--- config.mk ---
export PLATFORM = sky130hd
export DESIGN_NAME = hazard_stall_unit
export DESIGN_NICKNAME = d
export VERILOG_FILES = /design/src/rtl/hazard_pkg.sv /design/src/rtl/stall_perf_counter.sv /design/src/rtl/hazard_stall_unit.sv
export SDC_FILE = /design/constraint.sdc
export NUM_CORES = 1
export LEC_CHECK = 0
export CAP_MARGIN = 20
export CORE_AREA = 2 2 80 82
export DETAILED_ROUTE_END_ITERATION = 12
export DIE_AREA = 0 0 82 84
export PLACE_DENSITY = 0.66
export SYNTH_ARGS = -nofsm -noshare
export SYNTH_HDL_FRONTEND = slang
export SYNTH_SLANG_ARGS = --single-unit
--- constraint.sdc ---
create_clock -name Clk -period 5.1 [get_ports Clk]
set_input_delay 0.51 -clock Clk [delete_from_list [all_inputs] [get_ports Clk]]
set_output_delay 0.51 -clock Clk [all_outputs]
set_load 0.005 [all_outputs]
--- src/rtl/hazard_pkg.sv ---
// Shared definitions for the pipeline hazard/stall control slice:
// FSM state type, register-index width and the default multiply/divide
// stall length.
package hazard_pkg;

    localparam int REG_W                 = 5;
    localparam int MULDIV_CYCLES_DEFAULT = 4;

    typedef enum logic {
        ST_RUN    = 1'b0,
        ST_MDWAIT = 1'b1
    } hazard_state_t;

    // True when a producer register rd is a non-zero source of the ID
    // instruction (src_b only counts when the instruction actually reads it).
    function automatic logic reg_match(
        input logic [REG_W-1:0] rd,
        input logic [REG_W-1:0] src_a,
        input logic [REG_W-1:0] src_b,
        input logic             use_b
    );
        return (rd != '0) && ((rd == src_a) || (use_b && (rd == src_b)));
    endfunction

endpackage

--- src/rtl/stall_perf_counter.sv ---
// Saturating 32-bit event counter used to count cycles in which the PC is
// held. Sticks at all-ones instead of wrapping.
module stall_perf_counter (
    input  logic        Clk,
    input  logic        Reset,
    input  logic        Inc,
    output logic [31:0] Count
);

    // Count qualifying cycles, clear on synchronous reset, hold at maximum.
    always_ff @(posedge Clk) begin
        if (Reset) begin
            Count <= '0;
        end else if (Inc && (Count != 32'hFFFF_FFFF)) begin
            Count <= Count + 32'd1;
        end
    end

endmodule

--- src/rtl/hazard_stall_unit.sv ---
// Pipeline hazard and stall controller.
// - RUN/MDWAIT FSM freezes the front end for MULDIV_CYCLES cycles per
//   multiply/divide.
// - In RUN, a taken branch flushes IF/ID and ID/EX; otherwise a data hazard
//   holds PC and IF/ID and injects a bubble into ID/EX.
// - Build macro HAZARD_FWD_EN: defined means a forwarding datapath exists,
//   so only load-use stalls; undefined means any in-flight write to a
//   source register stalls.
// Control outputs are combinational so they settle before the PC loads.
// Handshake note: there is no valid/ready pair here; every input is a
// per-cycle level sampled on the rising edge of Clk (MulDivStart is a
// single-cycle pulse and is ignored while a wait is in progress).
module hazard_stall_unit
    import hazard_pkg::*;
#(
    parameter int MULDIV_CYCLES = MULDIV_CYCLES_DEFAULT
) (
    input  logic                Clk,
    input  logic                Reset,
    input  logic [REG_W-1:0]    IFID_Rs,
    input  logic [REG_W-1:0]    IFID_Rt,
    input  logic                IFID_UsesRt,
    input  logic                IDEX_MemRead,
    input  logic                IDEX_RegWrite,
    input  logic [REG_W-1:0]    IDEX_Rd,
    input  logic                EXMEM_RegWrite,
    input  logic [REG_W-1:0]    EXMEM_Rd,
    input  logic                BranchTaken,
    input  logic                MulDivStart,
    output logic                PCWrite,
    output logic                IFIDWrite,
    output logic                IFIDFlush,
    output logic                IDEXFlush,
    output logic                Busy,
    output logic [31:0]         StallCycles,
    output hazard_state_t       DbgState
);

    localparam int              CNT_W   = $clog2(MULDIV_CYCLES + 1);
    localparam logic [CNT_W-1:0] MD_LOAD = CNT_W'(MULDIV_CYCLES - 1);

    hazard_state_t    state;
    logic [CNT_W-1:0] MdCnt;
    logic             load_use;
    logic             data_hazard;

    assign DbgState = state;

    // Multi-cycle wait FSM: load the down-counter on a mult/div start and
    // return to RUN after the cycle in which it reads zero.
    always_ff @(posedge Clk) begin
        if (Reset) begin
            state <= ST_RUN;
            MdCnt <= '0;
        end else begin
            case (state)
                ST_RUN: begin
                    if (MulDivStart) begin
                        state <= ST_MDWAIT;
                        MdCnt <= MD_LOAD;
                    end
                end
                ST_MDWAIT: begin
                    if (MdCnt == '0) begin
                        state <= ST_RUN;
                    end else begin
                        MdCnt <= MdCnt - CNT_W'(1);
                    end
                end
                default: begin
                    state <= ST_RUN;
                    MdCnt <= '0;
                end
            endcase
        end
    end

    // Data hazard detection; register 0 never matches (see reg_match).
    always_comb begin
        load_use = IDEX_MemRead && reg_match(IDEX_Rd, IFID_Rs, IFID_Rt, IFID_UsesRt);
`ifdef HAZARD_FWD_EN
        data_hazard = load_use;
`else
        data_hazard = load_use
                   || (IDEX_RegWrite  && reg_match(IDEX_Rd,  IFID_Rs, IFID_Rt, IFID_UsesRt))
                   || (EXMEM_RegWrite && reg_match(EXMEM_Rd, IFID_Rs, IFID_Rt, IFID_UsesRt));
`endif
    end

`ifdef HAZARD_FWD_EN
    // Producer write-enables are irrelevant when results are forwarded.
    logic unused_fwd;
    assign unused_fwd = ^{IDEX_RegWrite, EXMEM_RegWrite, EXMEM_Rd};
`endif

    // Pipeline control: reset > MDWAIT > branch > data hazard > free run.
    always_comb begin
        PCWrite   = 1'b1;
        IFIDWrite = 1'b1;
        IFIDFlush = 1'b0;
        IDEXFlush = 1'b0;
        Busy      = 1'b0;
        if (!Reset) begin
            if (state == ST_MDWAIT) begin
                PCWrite   = 1'b0;
                IFIDWrite = 1'b0;
                IDEXFlush = 1'b1;
                Busy      = 1'b1;
            end else if (BranchTaken) begin
                IFIDFlush = 1'b1;
                IDEXFlush = 1'b1;
            end else if (data_hazard) begin
                PCWrite   = 1'b0;
                IFIDWrite = 1'b0;
                IDEXFlush = 1'b1;
            end
        end
    end

    stall_perf_counter u_stall_cnt (
        .Clk   (Clk),
        .Reset (Reset),
        .Inc   (~PCWrite),
        .Count (StallCycles)
    );

endmodule

# [Word-level counts from Yosys, hierarchy flattened]
# Index checks and enable logic that the tools add are counted.
[word_totals] reg_bits=36 latchBits=0 mem_bits_rw=0 rom_bits=0 output_inout_bits=38 word_cells=49 memories=0
[classes] add_sub_neg=2 multipliers=0 div=0 magnitude_cmp=0 n_eq_ne=7 shifts=0 n_mux=19 n_bitwise=2 reduce_logical=16
[ops] op="32-bit by 1-bit adder with 32-bit output (second input constant)" n=1
[ops] op="32-bit inequality test (second input constant)" n=1
[ops] op="5-bit == test" n=4
[ops] op="1-bit 2-to-1 mux" n=15
[ops] op="5-bit nonzero test" n=2
[ops] op="1-bit logical AND" n=8
[ops] op="3-bit 2-to-1 mux" n=2
[ops] op="3-bit case mux with 2 select lines" n=1
[ops] op="1-bit logical OR" n=4
[ops] op="2-bit inequality test (second input constant)" n=2
[ops] op="3-bit logical NOT" n=1
[ops] op="3-bit by 1-bit subtractor with 3-bit output (second input constant)" n=1
[ops] op="1-bit inverter" n=2
[ops] op="1-bit case mux with 2 select lines" n=1
[ops] op="2-bit AND reduction" n=1

# [Depth between registers and ports, before layout]
# Gate-level depths: netlist of the first run.
[depth] word_depth=13 depth_mapped=10 depth_no_buf=7

# [Hierarchy]
# From an unflattened synthesis of the first run, not the netlist that was laid out.
[hier_totals] cells_unflattened=261 area_unflattened_um2=2163.3
[by_module_without_submodules] module="stall_perf_counter" instances=1 cells_each=199 area_each_um2=1674.1 seq_area_each_um2=640.6
[by_module_without_submodules] module="hazard_stall_unit" instances=1 cells_each=62 area_each_um2=489.2 seq_area_each_um2=80.1

# [Worst setup path after synthesis of the first run]
# OpenSTA, ideal clock, no wires.
[synth_timing] kind="in2reg" from="in IFID_Rt[4]" to="reg u_stall_cnt.Count[12]" setup_ns=0.121 arrival_ns=2.423 t_required_ns=4.979 slack_ns=2.556 stages=8 n_path_buf=1 path_cell_list="xor2_1 nor4_1 a32oi_1 o41ai_2 nor2_1 buf_2 nor4_1 mux2_2"
[synth_between] elab_chain_cells=13 elab_cells_between_ends=19 cone_classes="eq/ne: 2; mux: 4; bitwise: 1; reduce/logical: 12"
[synth_rtl] item="start: declaration" line="hazard_stall_unit.sv:21" source="input logic [REG_W-1:0] IFID_Rt,"
[synth_rtl] item="5-bit == test" line="hazard_pkg.sv:22" source="return (rd != '0) && ((rd == src_a) || (use_b && (rd == src_b)));"
[synth_rtl] item="1-bit logical AND" line="hazard_pkg.sv:22"
[synth_rtl] item="1-bit logical OR" line="hazard_pkg.sv:22"
[synth_rtl] item="1-bit logical AND" line="hazard_pkg.sv:22"
[synth_rtl] item="1-bit logical AND, on equally long branches" line="hazard_stall_unit.sv:80, hazard_stall_unit.sv:85"
[synth_rtl] item="1-bit logical OR" line="hazard_stall_unit.sv:85" source="|| (IDEX_RegWrite && reg_match(IDEX_Rd, IFID_Rs, IFID_Rt, IFID_UsesRt))"
[synth_rtl] item="1-bit logical OR (*)" line="hazard_stall_unit.sv:86" source="|| (EXMEM_RegWrite && reg_match(EXMEM_Rd, IFID_Rs, IFID_Rt, IFID_UsesRt));"
[synth_rtl] item="1-bit 2-to-1 mux (*) (4 in series)"
[synth_rtl] item="via IFIDWrite" line="hazard_stall_unit.sv:31" source="output logic IFIDWrite,"
[synth_rtl] item="1-bit inverter (*)" line="hazard_stall_unit.sv:123" source=".Inc (~PCWrite),"
[synth_rtl] item="1-bit logical AND (*)" line="stall_perf_counter.sv:14" source="end else if (Inc && (Count != 32'hFFFF_FFFF)) begin"
[synth_rtl] item="end signal: assignment" line="stall_perf_counter.sv:15" source="Count <= Count + 32'd1;"
[synth_rtl] item="end: declaration" line="stall_perf_counter.sv:7" source="output logic [31:0] Count"
# The timed path passes the listed nets; every way through them passes the cells marked *.
# A chain may end at the register's enable or synchronous reset.

# [Worst setup path in the final report of the first run]
[layout_timing] from="in EXMEM_Rd[1]" to="out PCWrite"
[layout_between] elab_chain_cells=10 elab_cells_between_ends=12 cone_classes="eq/ne: 2; mux: 4; reduce/logical: 6"
[layout_rtl] item="start: declaration" line="hazard_stall_unit.sv:27" source="input logic [REG_W-1:0] EXMEM_Rd,"
[layout_rtl] item="5-bit == test" line="hazard_pkg.sv:22"
[layout_rtl] item="1-bit logical AND" line="hazard_pkg.sv:22"
[layout_rtl] item="1-bit logical OR" line="hazard_pkg.sv:22"
[layout_rtl] item="1-bit logical AND (*)" line="hazard_pkg.sv:22"
[layout_rtl] item="1-bit logical AND (*)" line="hazard_stall_unit.sv:86"
[layout_rtl] item="1-bit logical OR (*)" line="hazard_stall_unit.sv:86"
[layout_rtl] item="1-bit 2-to-1 mux (*)" line="hazard_stall_unit.sv:112" source="end else if (data_hazard) begin"
[layout_rtl] item="1-bit 2-to-1 mux (*)" line="hazard_stall_unit.sv:109" source="end else if (BranchTaken) begin"
[layout_rtl] item="1-bit 2-to-1 mux (*)" line="hazard_stall_unit.sv:104" source="if (state == ST_MDWAIT) begin"
[layout_rtl] item="1-bit 2-to-1 mux (*)" line="hazard_stall_unit.sv:103" source="if (!Reset) begin"
[layout_rtl] item="end: declaration" line="hazard_stall_unit.sv:30" source="output logic PCWrite,"
# Every way passes the cells marked *; elsewhere a longest branch is shown, timed or not.

==> reports/qor.csv, run 1 <==
stage;metric;value;unit
clocking;hold_buf cts;0;
sta;fmax;0.2619;GHz
pwr;power per cell area;208.7;mW/mm^2
sta;Fin Setup TNS;0;ns
floorplanning;I/O Pins;66;
worst_setup_path;CP required;4.59;ns
min_path;worst min path class;reg2reg;
sta;Max-slew headroom;49.78;%
logic_synthesis;syn nets;282;
sta;Min Hold Slack;0.4850;ns
worst_setup_path;crit path kind;in2out;
floorplanning;Die Y;84;um
drt;total number of vias;2102;
drt;uppermost layer routed;met4;
floorplanning;row count;29;
place;Placed Cells;384;
logic_synthesis;area leader, netlist;dfxtp_1;
layout;NumNets Final;346;
pwr;P_sw;0.1501;mW
worst_setup_path;CP Max Fanout;12;
logic_synthesis;Post-synth EDFFs;0;
drt;WL met2;2.586;mm
outcome;status;finished, final reports clean;
grt;GRT Overall Usage;16.82;%
pwr;Sw Ratio;24.08;%
grt;largest net degree at the start of global routing;37;
floorplanning;CORE AREA;0.006096;sq mm
sta;Tcrit/Tclk final;74.87;%
clocking;Post CTS Setup Buffer Count;0;
logic_synthesis;Yosys top cell area share;32.76;%
pwr;sequential share of power;46.1;%
place;Placer Congestion;0.7326;
sta;worst slew pin tran;0.7505;ns
worst_setup_path;Arr. time, crit path;3.31;ns
logic_synthesis;post-synthesis cell type count;54;
logic_synthesis;Synth Instances;251;
clocking;Max Buffers Root-to-Sink;2;
drt;routed wire length;5.635;mm
run;Max-Cap Viols;0;
clocking;cts repair resizes;0;
layout;P&R area growth vs syn;35.84;%
drt;first-pass iteration count of the detailed router;6;
worst_setup_path;crit end category;output port;
clocking;CTS Buf Count;5;
drt;DR iter-0 viols;93;
logic_synthesis;Yosys warnings;0;
place;placed instance area;0.002861;sq mm
logic_synthesis;asr flop ratio synth;0;%
pwr;Comb pwr share;13.6;%
clocking;Worst-Skew Late Latency;0.29;ns
drt;mean number of vias per cell;5.349;
clocking;CTS tree;yes;
clocking;clock root cell;clkbuf_8;
pwr;Leak;0.9863;nW
grt;antenna violations before repair;0;
logic_synthesis;cell area after synthesis;0.002200;sq mm
pwr;internal power;0.4733;mW
floorplanning;Die W;82;um
sta;clock skew;0.009160;ns
drt;Met1 Wirelength;2.573;mm
sta;RSZ-0062 raised after global routing;no;
sta;Final Critical Period;3.819;ns
sta;Slew Limit Fails;0;
logic_synthesis;sequential-to-total area share from yosys stat;32.76;%
place;post-DP HPWL;4.190;mm
layout;post-route cell area;0.002988;sq mm
clocking;H-tree depth;2;
drt;WL/cell;14.34;um
floorplanning;Die ar.;0.006888;sq mm
grt;vias in the first global route;2077;
layout;Layout Cells excl Fill;393;
logic_synthesis;Post-Syn Area per Cell;8.763;sq um
grt;first-pass GRT wire length;9.246;mm
layout;share of layout cells above drive strength 1;16.46;%
clocking;Clock transition at path regs;0.07;ns
worst_setup_path;CP startpoint kind;primary input;
drt;Met3 Wirelength;423;um
pwr;Clk pwr share;40.3;%
drt;drt drc;0;
sta;Final setup viols;0;
sta;final hold vios;0;
clocking;clk sinks;36;
drt;ANT nets after route;0;
floorplanning;Initial Util;36.08;%
grt;grt total ovfl;0;
logic_synthesis;most area-consuming cells after synthesis;dfxtp_1 33%, xor2_1 8.0%, or3_2 3.8%, a21oi_2 3.6%, nor2_1 3.4%;
logic_synthesis;prevailing post-synth register cell;dfxtp_1;
place;Port Buffers;65;
pwr;Worst IR Drop VDD;0.1126;mV
logic_synthesis;#FFs+latches synth;36;
layout;# diodes;0;
-- Yosys cell counts, types with 3 or more instances --
library cell / n
a21oi_1: 11
a21oi_2: 9
and3_1: 5
buf_4: 5
buf_6: 3
dfxtp_1: 36
ha_1: 3
inv_1: 7
mux2_2: 3
nand2_1: 18
nand3_1: 7
nand4_1: 5
nor2_1: 20
nor2b_1: 3
nor3_1: 4
nor4_1: 5
o211ai_1: 5
o21ai_0: 6
o21ai_1: 6
o21ai_2: 4
o31ai_1: 10
or2_2: 3
or3_1: 3
or3_2: 11
or4_1: 5
xor2_1: 20
-- area by class of cell --
class | count | area (sq um)
repair buffers | 68 | 680.7
flip-flops and latches | 36 | 720.7
well taps | 77 | 96.34
clock inverters | 3 | 42.54
clock buffers | 5 | 68.82
multi-input cells | 196 | 1349
fillers | 605 | 3108
inverters | 8 | 30.03
-- registers in the layout, indices dropped and copies added, names as in the netlist --
register / cells
DbgState: 1
MdCnt: 3
u_stall_cnt.Count: 32
-- per-layer routing --
metal | vias up | track usage, %
li1 | 1061 | -
met1 | 980 | 20.72
met2 | 53 | 28.16
met3 | 8 | 5.519
met4 | 0 | 3.636
met5 | - | 0
-- layout by cell type, fill, tap and decap left out, types with 6 or more instances in the layout --
cell,count
a21oi_1,11
a21oi_2,9
clkdlybuf4s50_1,65
dfxtp_1,36
inv_1,7
nand2_1,18
nand3_1,7
nor2_1,20
o21ai_0,6
o21ai_1,6
o31ai_1,10
or3_2,11
xor2_1,20
-- per-stage QoR --
stage               power, mW  setup WS [ns]  utilization, %
finish                 0.6235          1.281           49.01
global route           0.6518          1.165           49.01
CTS                    0.6306          1.313           48.77
detailed placement     0.3793          1.321           46.94
global placement       0.3783          1.384           46.94
floorplan              0.3374          2.556               -
-- power groups by stage --
stage / Combinational [mW] / Clock (mW) / Sequential [mW]
after floorplan: 0.0436 / 0 / 0.294
after global placement: 0.0842 / 0 / 0.294
after detailed placement: 0.0851 / 0 / 0.294
after CTS: 0.0857 / 0.257 / 0.288
after global routing: 0.0932 / 0.270 / 0.288
final: 0.0849 / 0.251 / 0.287
-- logic make-up (layout without fill, tap and decap cells) --
logic type	Yosys count	count (layout)	share of synthesized area (%)
multiplexers	4	4	1.991
AND/OR/NAND/NOR	101	101	27.02
XOR/XNOR	22	22	8.760
adder cells (fa/ha/maj)	3	3	1.707
buffers and inverters	19	84	5.916
AO/OA/AOI/OAI	66	66	21.84
flip-flops	36	36	32.76
-- path summary, 6_finish.rpt --
path	endpoint	start	slack (ns)	depth (start not counted)
setup / recovery	PCWrite	EXMEM_Rd[1]	1.28	6
hold / removal	MdCnt[1]	MdCnt[1]	0.49	2
setup reg to reg	u_stall_cnt.Count[7]	u_stall_cnt.Count[7]	2.45	8
hold reg to reg	MdCnt[1]	MdCnt[1]	0.49	2
-- worst max-delay path, cell delays in order --
cell and delay [ns]:
clkdlybuf4s50_1 0.46, or4_1 0.55, o21ai_0 0.36, o41ai_2 0.17, nor2_1 0.61, clkdlybuf4s50_1 0.65
Power figures use the tool's default switching activity.
==> run 2, diff against run 1 <==
--- a/config.mk
+++ b/config.mk
@@ -9,7 +9,7 @@
 export CORE_AREA = 2 2 80 82
 export DETAILED_ROUTE_END_ITERATION = 12
 export DIE_AREA = 0 0 82 84
-export PLACE_DENSITY = 0.66
+export PLACE_DENSITY = 0.68
 export SYNTH_ARGS = -nofsm -noshare
 export SYNTH_HDL_FRONTEND = slang
 export SYNTH_SLANG_ARGS = --single-unit
==> constraint.sdc (replaced) <==
create_clock -name Clk -period 3.4 [get_ports Clk]
set_input_delay 0.34 -clock Clk [delete_from_list [all_inputs] [get_ports Clk]]
set_output_delay 0.34 -clock Clk [all_outputs]
set_load 0.005 [all_outputs]
==> reports/qor.csv, run 2 (synthesis results as in run 1) <==
stage;metric;value;unit
outcome;status;finished, final reports clean;
grt;grt total ovfl;0;
sta;Worst Slack Setup Final;0.3379;ns
drt;drt drc;0;
worst_setup_path;crit end category;output port;
worst_setup_path;Arr. time, crit path;2.72;ns
min_path;hold-critical path depth;2;
worst_setup_path;worst reg-to-reg path cell count;8;
worst_setup_path;CP startpoint kind;primary input;
grt;vias in the first global route;2033;
grt;antenna violations before repair;0;
floorplanning;CORE AREA;0.006096;sq mm
min_path;worst min path class;reg2reg;
floorplanning;row count;29;
place;Placer Congestion;0.7580;
sta;Fin Setup TNS;0;ns
sta;RSZ-0062 raised after global routing;no;
drt;total number of vias;2124;
clocking;clock root cell;clkbuf_8;
layout;most frequent cells in the layout;65 x clkdlybuf4s50_1, 36 x dfxtp_1, 20 x xor2_1, 20 x nor2_1, 18 x nand2_1;
worst_setup_path;Reg-to-Reg End;u_stall_cnt.Count[1];
run;Max-Cap Viols;0;
layout;# diodes;0;
min_path;worst hold start;MdCnt[1];
floorplanning;Initial Util;36.08;%
grt;largest net degree at the start of global routing;37;
clocking;H-tree depth;2;
layout;commonest non-fill, non-tap cell in the layout;clkdlybuf4s50_1;
drt;routed wire length;5.505;mm
place;dpl ws;0.2875;ns
place;Port Buffers;65;
clocking;Worst-Skew Late Latency;0.28;ns
sta;final hold vios;0;
drt;ANT nets after route;0;
pwr;Worst IR Drop VDD;0.1836;mV
floorplanning;Die W;82;um
layout;P&R area growth vs syn;34.98;%
min_path;worst hold path endpoint;MdCnt[1];
clocking;Clock transition at path regs;0.07;ns
clocking;cts repair resizes;0;
clocking;Max Buffers Root-to-Sink;2;
layout;Layout Cells excl Fill;395;
sta;Final Critical Period;3.062;ns
worst_setup_path;crit path kind;in2out;
grt;first-pass GRT wire length;9.294;mm
layout;Final Util;48.71;%
layout;max FFs per register;32;
clocking;CTS Buf Count;5;
sta;Final setup viols;0;
sta;Tcrit/Tclk final;90.06;%
clocking;hold_buf cts;0;
layout;NumNets Final;349;
drt;WL/cell;13.94;um
sta;Slew Limit Fails;0;
pwr;power per cell area;285.8;mW/mm^2
sta;clock skew;0.007503;ns
worst_setup_path;CP required;3.06;ns
grt;GRT Overall Usage;16.63;%
layout;FILL cells;594;
sta;worst slew pin tran;0.4487;ns
worst_setup_path;reg2reg setup slack;0.78;ns
floorplanning;Die Y;84;um
clocking;CTS tree;yes;
pwr;Leak;0.9835;nW
layout;share of layout cells above drive strength 1;16.67;%
floorplanning;Die ar.;0.006888;sq mm
place;post-DP HPWL;4.135;mm
clocking;Post CTS Setup Buffer Count;0;
clocking;clk sinks;36;
floorplanning;I/O Pins;66;
sta;fmax;0.3266;GHz
worst_setup_path;Crit Reg-Reg Startpoint;u_stall_cnt.Count[7];
place;Placed Cells;388;
layout;register name with the most flops;u_stall_cnt.Count;
drt;first-pass iteration count of the detailed router;4;
pwr;Total Power;0.8486;mW
drt;mean number of vias per cell;5.377;
drt;DR iter-0 viols;79;
worst_setup_path;CP Max Fanout;6;
sta;Max-slew headroom;70.09;%
run 2: cell types whose count changed in the layout (fill, tap and decap cells not counted), sizes merged:
cell,before,now
buf,3,6
bufinv,1,0
clkinvlp,1,0
clkbuf,5,6
run 2: metal layers:
layer | global-route usage (%) | wire length, um | up-vias
met1 | 22.34 | 2600 | 1000
li1 | - | - | 1070
met2 | 27.05 | 2530 | 52
met4 | 3.182 | 19 | 0
met3 | 3.896 | 355 | 2
met5 | 0 | 0 | -
run 2: worst max path at each step:
stage	cells after the start	to	from	slack [ns]
2_1_floorplan	10	u_stall_cnt.Count[7]	u_stall_cnt.Count[7]	0.99
3_5_place_dp	10	u_stall_cnt.Count[25]	EXMEM_Rd[1]	0.29
5_1_grt	6	IFIDWrite	EXMEM_Rd[1]	0.23
4_1_cts	6	PCWrite	EXMEM_Rd[1]	0.35
6_report	6	PCWrite	EXMEM_Rd[1]	0.34
3_3_place_gp	10	u_stall_cnt.Count[25]	IFID_Rt[1]	0.34
run 2: critical path: stages:
cell,delay [ns]
clkdlybuf4s50_1,0.49
or4_1,0.54
o21ai_0,0.33
o41ai_2,0.11
nor2_1,0.33
clkdlybuf4s50_1,0.58
run 2: power breakdown:
group	total (mW)	switching (mW)	leakage (nW)	internal [mW]
logic	0.129	0.0622	0.652	0.0672
clock network	0.288	0.148	0.0410	0.139
registers	0.431	0.00373	0.291	0.427
run 2: area by class of cell:
cell class	count	area [sq um]	share of cell area, %
Multi-Input combinational cell	196	1349	45.43
Inverter	8	30.03	1.011
Tap cell	77	96.34	3.245
Clock buffer	6	72.57	2.444
Sequential cell	36	720.7	24.27
Timing Repair Buffer	71	695.7	23.43
Clock inverter	1	5.005	0.1686
run 2: per-stage QoR:
| step | hold slack [ns] | instance area, sq um |
|---|---|---|
| 2_1_floorplan | 0.4529 | 2200 |
| 6_report | 0.4874 | 2969 |
| 3_5_place_dp | 0.4794 | 2892 |
| 3_3_place_gp | 0.4683 | 2892 |
| 4_1_cts | 0.4904 | 2969 |
| 5_1_grt | 0.5182 | 2969 |
